## config.mk

```make
export PLATFORM = sky130hd
export DESIGN_NAME = sysid_read_engine
export DESIGN_NICKNAME = d
export VERILOG_FILES = /design/src/rtl/sysid_chk_pkg.sv /design/src/rtl/sysid_read_engine.sv
export SDC_FILE = /design/constraint.sdc
export NUM_CORES = 1
export LEC_CHECK = 0
export CAP_MARGIN = 20
export CORE_ASPECT_RATIO = 0.7
export CORE_MARGIN = 2
export CORE_UTILIZATION = 40
export CTS_CLUSTER_DIAMETER = 200
export CTS_CLUSTER_SIZE = 14
export DETAILED_ROUTE_END_ITERATION = 7
export PLACE_DENSITY = 0.75
export SLEW_MARGIN = 30
export SYNTH_ARGS = -nofsm -noshare
export SYNTH_HDL_FRONTEND = slang
export SYNTH_SLANG_ARGS = --single-unit
```

## constraint.sdc

```tcl
create_clock -name clock -period 2.24 [get_ports clock]
set_clock_uncertainty 0.05 [all_clocks]
set_input_delay 0.336 -clock clock [delete_from_list [all_inputs] [get_ports clock]]
set_output_delay 0.336 -clock clock [all_outputs]
set_load 0.05 [all_outputs]
```

## src/rtl/sysid_chk_pkg.sv

```systemverilog
// Shared types and constants for the sysid boot checker and its read engine.
package sysid_chk_pkg;

  localparam int   TO_W    = 16;
  localparam logic ADDR_ID = 1'b0;
  localparam logic ADDR_TS = 1'b1;

  typedef enum logic [2:0] {
    RST_WAIT,
    REQ_ID,
    WAIT_ID,
    REQ_TS,
    WAIT_TS,
    CHECK,
    DONE
  } state_t;

  typedef enum logic [1:0] {
    ENG_IDLE,
    ENG_REQ,
    ENG_WAIT
  } eng_state_t;

endpackage

```

## src/rtl/sysid_read_engine.sv

```systemverilog
// Single-word Avalon-MM read with per-attempt timeout and bounded retry.
module sysid_read_engine
  import sysid_chk_pkg::*;
#(
  parameter int TIMEOUT_CYCLES = 255,
  parameter int MAX_RETRIES    = 3
) (
  input  logic        clock,
  input  logic        reset,
  input  logic        i_go,
  input  logic        i_addr,
  output logic        o_avm_address,
  output logic        o_avm_read,
  input  logic        i_avm_waitrequest,
  input  logic        i_avm_readdatavalid,
  input  logic [31:0] i_avm_readdata,
  output logic [31:0] o_data,
  output logic        o_valid,
  output logic        o_accept,
  output logic        o_retry,
  output logic        o_timeout
);

  localparam logic [TO_W-1:0] C_TERM      = TO_W'(TIMEOUT_CYCLES - 1);
  localparam logic [TO_W-1:0] C_MAX_RETRY = TO_W'(MAX_RETRIES);

  eng_state_t      r_state;
  eng_state_t      w_next;
  logic [TO_W-1:0] r_cnt;
  logic [TO_W-1:0] r_retry;
  logic            r_addr;
  logic            w_in_req;
  logic            w_active;
  logic            w_capture;
  logic            w_term;
  logic            w_can_retry;

  assign w_in_req    = (r_state == ENG_REQ);
  assign w_active    = (r_state != ENG_IDLE);
  // Data is only trusted in a WAIT cycle or in the cycle the request is accepted.
  assign w_capture   = i_avm_readdatavalid &&
                       ((w_in_req && !i_avm_waitrequest) || (r_state == ENG_WAIT));
  assign w_term      = w_active && !w_capture && (r_cnt == C_TERM);
  assign w_can_retry = (r_retry < C_MAX_RETRY);

  assign o_retry       = w_term && w_can_retry;
  assign o_timeout     = w_term && !w_can_retry;
  assign o_valid       = w_capture;
  assign o_accept      = w_in_req && !i_avm_waitrequest && !w_capture && !w_term;
  assign o_data        = i_avm_readdata;
  assign o_avm_read    = w_in_req;
  assign o_avm_address = r_addr;

  always_comb begin
    w_next = r_state;
    if (i_go)                        w_next = ENG_REQ;
    else if (w_capture || o_timeout) w_next = ENG_IDLE;
    else if (o_retry)                w_next = ENG_REQ;
    else if (o_accept)               w_next = ENG_WAIT;
  end

  always_ff @(posedge clock or posedge reset) begin
    if (reset) begin
      r_state <= ENG_IDLE;
      r_addr  <= 1'b0;
      r_cnt   <= '0;
      r_retry <= '0;
    end else begin
      r_state <= w_next;
      if (i_go) r_addr <= i_addr;

      if (i_go || o_retry) r_cnt <= '0;
      else if (w_active)   r_cnt <= r_cnt + 1'b1;

      if (i_go || w_capture) r_retry <= '0;
      else if (o_retry)      r_retry <= r_retry + 1'b1;
    end
  end

endmodule

```

[Word-level counts from Yosys, hierarchy flattened]
Cells that the tools add are included.
W data, S select, Z words.
Word-level totals
  register bits after elaboration: 35
  input bits: 38
  output and inout port bits: 38
  logic and storage cells: 38
Operators by class
  $add $sub $neg: 2
  $lt $le $gt $ge: 1
  equality and inequality tests: 3
  multiplexer cells: 8
  reduce and logical (&&, ||, !) cells: 20
Operators by type and width (number)
  $mux W16: 4
  $add A16 B1 Y16 const B: 2
  $eq A16 B8 Y1 const B: 1
  $lt A16 B2 Y1 const B: 1
  $logic_and A1 B1 Y1: 8
  $mux W2: 4
  $reduce_bool A2 Y1: 3
  $logic_not A1 Y1: 4
  $logic_or A1 B1 Y1: 4
  $reduce_bool A4 Y1: 1
  $eq A2 B1 Y1 const B: 1
  $eq A2 B2 Y1 const B: 1

[Depth between registers and ports, before layout]
  depth in word-level cells: 13
  mapped depth: 7
  mapped depth without buffers: 6

[Least setup slack after synthesis]
Ideal clock, no wire load.
  path type: reg2out
  from: reg r_state[1]
  to: out o_accept
  data arrival time: 2.924 ns
  data required time: 1.854 ns
  slack: -1.070 ns
  cell stages (with the launch flop): 5
  buffers on the path: 1
  cells stage by stage: dfrtp_1 > buf_2 > o31ai_1 > nor3_1 > and3b_1
On the way
  longest elaborated chain between the ends: 9
  elaborated cells on any way between the ends: 12
  those cells by class: eq/ne (2); reduce/logical (10)
RTL lines
  start: declaration: line sysid_read_engine.sv:27  | eng_state_t r_state;
  start signal: assignment: line sysid_read_engine.sv:69  | r_state <= w_next;
  $eq A2 B1 Y1: line sysid_read_engine.sv:38  | assign w_in_req = (r_state == ENG_REQ);
  $logic_and A1 B1 Y1: line sysid_read_engine.sv:42  | ((w_in_req && !i_avm_waitrequest) || (r_state == ENG_WAIT));
  $logic_or A1 B1 Y1 (*): line sysid_read_engine.sv:42
  $logic_and A1 B1 Y1 (*): line sysid_read_engine.sv:41  | assign w_capture = i_avm_readdatavalid &&
  via o_valid: line sysid_read_engine.sv:18  | output logic o_valid,
  $logic_not A1 Y1 (*): line sysid_read_engine.sv:43, sysid_read_engine.sv:49
  $logic_and A1 B1 Y1 (2 in series): line sysid_read_engine.sv:43  | assign w_term = w_active && !w_capture && (r_cnt == C_TERM);
  $logic_not A1 Y1: line sysid_read_engine.sv:49  | assign o_accept = w_in_req && !i_avm_waitrequest && !w_capture && !w_term;
  $logic_and A1 B1 Y1 (*): line sysid_read_engine.sv:49
  end: declaration: line sysid_read_engine.sv:19  | output logic o_accept,
Mark *: on every way through the listed nets, which the timed path passes. The rest lies on a longest branch.

[Final worst setup path]
  from: reg r_cnt[8]
  to: out o_accept
On the way
  longest elaborated chain between the ends: 4
RTL lines
  start: declaration: line sysid_read_engine.sv:29  | logic [TO_W-1:0] r_cnt;
  start signal: assignment: line sysid_read_engine.sv:73  | else if (w_active) r_cnt <= r_cnt + 1'b1;
  $eq A16 B8 Y1: line sysid_read_engine.sv:43
  $logic_and A1 B1 Y1: line sysid_read_engine.sv:43
  $logic_not A1 Y1: line sysid_read_engine.sv:49
  $logic_and A1 B1 Y1: line sysid_read_engine.sv:49
Every way passes these cells.

==> summary.md <==
| Metric | Value |
|---|---|
| Proportion of synthesized chip area in sequential cells | `46.4%` |
| Final GP Congestion | `a little under 0.8` |
| Metal3 WL | `around 190 um` |
| Fillers | `380` |
| Synth Register Bits | `35` |
| Placed instance area | `approximately 2000 um2` |
| Setup TNS | `-0.347 ns` |
| P_leak | `between 0.9 and 1 nW` |
| Reg area | `876 um2` |
| CTS buffer count | `5` |
| Hpwl dp | `2440 um` |
| Layout area overhead | `18.2%` |
| Total wire length | `3670 um` |
| Met2 Routed Length | `1550 um` |
| Top FF cell, synth | `dfrtp_1` |
| First-pass GRT wire length | `approximately 6000 um` |
| Worst slew pin tran | `0.552 ns` |
| Number of synthesized flops with an enable pin | `0` |
| Flop-to-flop setup slack | `about 0.12 ns` |
| Max_cap viols | `0` |
| FFs w/ async S/R, synth | `100%` |
| Critical Path AT | `roughly 2.0 ns` |
| Crit path buffers/inverters | `2` |
| Mapped Cells | `between 150 and 200` |
| Top cell type by total area after synthesis | `dfrtp_1` |
| Largest delay share family, worst path | `simple AND/OR/NAND/NOR gates` |
| Maximum VDD drop | `0.284 mV` |
| Max-slew violation count | `0` |
| DRC viols | `0` |
| Most instantiated library cell after synthesis | `dfrtp_1` |
| Largest net degree at the start of global routing | `36` |
| I/O pin cnt | `76` |
| Clock root buffer | `clkbuf_8` |
| Synth Area per Inst | `10.0 um2` |
| Die Width | `about 86 um` |
| Failing checks | `negative setup slack` |
| Layout cells sized above 1 | `25.4%` |
| Clock-pin slew of the registers on the worst-case setup and hold paths | `0.07 ns` |
| Total track usage | `roughly 15%` |
| Via count | `1296` |
| Clock Sinks | `35` |
| Antenna diodes | `0` |
| DR iter-0 viols | `50` |
| Ys Warns | `0` |
| Antenna violations before repair | `0` |
| DR top layer | `met4` |
| Required time of the critical path | `1.85 ns` |
| Vias in the first global route | `1250` |
| Final global-route overflow total | `0` |
| Syn nets | `229` |
| Die footprint | `about 5300 um2` |
| Worst setup EP type | `output port` |
| Core Rows | `20` |
| Hold Crit Class | `in -> async` |
| Max-slew headroom | `63.2%` |
| Layout Cells excl Fill | `252` |
| Fin crit share | `106%` |
| Clk_lat worst skew | `0.29 ns` |
| Crit Path Max Fanout | `4` |
| Post-Route M1 WL | `1840 um` |
| DRT antenna net count | `0` |
| Worst r2r src | `r_cnt[8]` |
| FF-to-FF End | `r_state[0]` |
| Drt wl/cell | `about 15 um` |
| Kind of critical path | `reg -> out` |
| Min Tclk post-route | `2.38 ns` |
| Unrepaired setup endpoints after global routing | `yes` |
| Placed cell count | `approximately 240` |
| Slowest cell on crit path | `dfrtp_1` |
| Post-layout nets | `roughly 240` |
| Critical Path Max Stage Delay | `0.37 ns` |
| Status | `complete, but fails checks` |
| Total power | `1.29 mW` |
| Via density | `5.14` |
| Die Y | `61.4 um` |
| Final Instance Area | `2230 um2` |
| Clock H-tree levels | `2` |
| Synth top cells by count | `35 x dfrtp_1, 32 x buf_4, 16 x nor2_1` |
| Pwr Density | `580 nW/um2` |
| Pre-CTS WS | `0.0347 ns` |
| CTS Hold Bufs | `0` |
| DRT Pass-1 Iters | `4` |
| Post-synth design cell area | `1890 um2` |
| Netlist cell types | `36` |
| CTS tree | `done` |
| Worst hold margin | `0.395 ns` |
| CTS Buffer Depth | `2` |
| Worst r2r path cells | `8` |
| Worst Setup Slack, final | `-0.144 ns` |
| Final setup viols | `3` |
| Utilization after layout | `between 50% and 60%` |
| Fmax achieved | `0.419 GHz` |
| IO buf count | `11` |
| Core area | `4430 um2` |
| Multi-input logic area | `802 um2` |
| Area contributors post-synth | `dfrtp_1 46%, buf_4 13%, and2_1 5.0%, xnor2_1 3.7%, nor2_1 3.2%` |
| Initial Util | `42.6%` |
| Crit-path cells | `or3_1 -> or3_4 -> nor3_2 -> buf_4 -> and3b_2 -> buf_12` |
| Top-area cell type share of the netlist area | `46.4%` |
| Final Hold Fails | `0` |
| CP startpoint kind | `flop` |
[layer usage]
metal	up-vias	global-route usage (%)
met5	-	0
met3	15	4.02
met1	618	19.8
met4	0	9.52
met2	32	20.9
li1	631	-
[worst max-delay path by stage]
stage | from | to | slack [ns] | depth (start not counted)
2_1_floorplan | r_state[1] | o_accept | -0.1 | 4
3_3_place_gp | r_cnt[8] | o_accept | 0.08 | 6
3_5_place_dp | r_cnt[8] | o_accept | 0.03 | 6
4_1_cts | r_cnt[8] | o_accept | -0.17 | 6
5_1_grt | r_cnt[8] | o_accept | -0.20 | 6
6_report | r_cnt[8] | o_accept | -0.14 | 6
[power by group]
group	leakage, nW	switching [mW]	internal, mW
clock	0.0412	0.228	0.217
sequential	0.481	0.0140	0.643
combinational	0.443	0.102	0.0890
[final cells by class]
cell class / count / share of cell area [%]
Tap cell: 55 / 3.09
Clock inverter: 2 / 0.561
Sequential cell: 35 / 39.3
Inverter: 6 / 1.01
Timing Repair Buffer: 36 / 16.8
Multi-Input combinational cell: 112 / 36.0
Clock buffer: 6 / 3.26
[timing repair]
item	in CTS	in global routing
setup buffers	4	2
gates cloned	0	1
pin swaps	5	2
endpoints found under the hold margin	0	0
endpoints found under the setup margin	3	5
gates resized for setup	8	3
[state kept, by name, indices dropped and copies added (netlist names)]
| signal | count |
|---|---|
| o_avm_address | 1 |
| r_cnt | 16 |
| r_retry | 16 |
| r_state | 2 |
[placed cells by master, fill, tap and decap left out, types with 2 or more instances in the layout]
cell type         n
nand2_1           7
clkdlybuf4s50_1   6
nor3_1            5
nor4_1            5
buf_12            5
inv_1             5
clkbuf_8          5
or4_1             3
mux2i_1           2
buf_4            22
nor4b_1           2
nand3_1           3
nor2_1           16
ha_1              2
and2_1           14
nand4_1           5
nand3b_1          2
xnor2_1           8
dfrtp_1          35
or3_1             5
o21ai_0           5
xor2_1            3
a21oi_1           5
[cells by family (layout without fill, tap and decap cells)]
family / count (synthesis) / after routing / synth area share, %
simple gates: 78 / 78 / 23.3
buf+inv: 41 / 50 / 15.0
flops: 35 / 35 / 46.4
compound gates: 17 / 17 / 6.50
xor+xnor: 11 / 11 / 5.11
fa+ha+maj: 3 / 3 / 1.99
mux: 3 / 3 / 1.66
[worst min-delay path, stage by stage]
cell,delay [ns]
clkdlybuf4s50_1,0.40
inv_1,0.05
buf_4,0.37
Power figures use the tool's default switching activity.
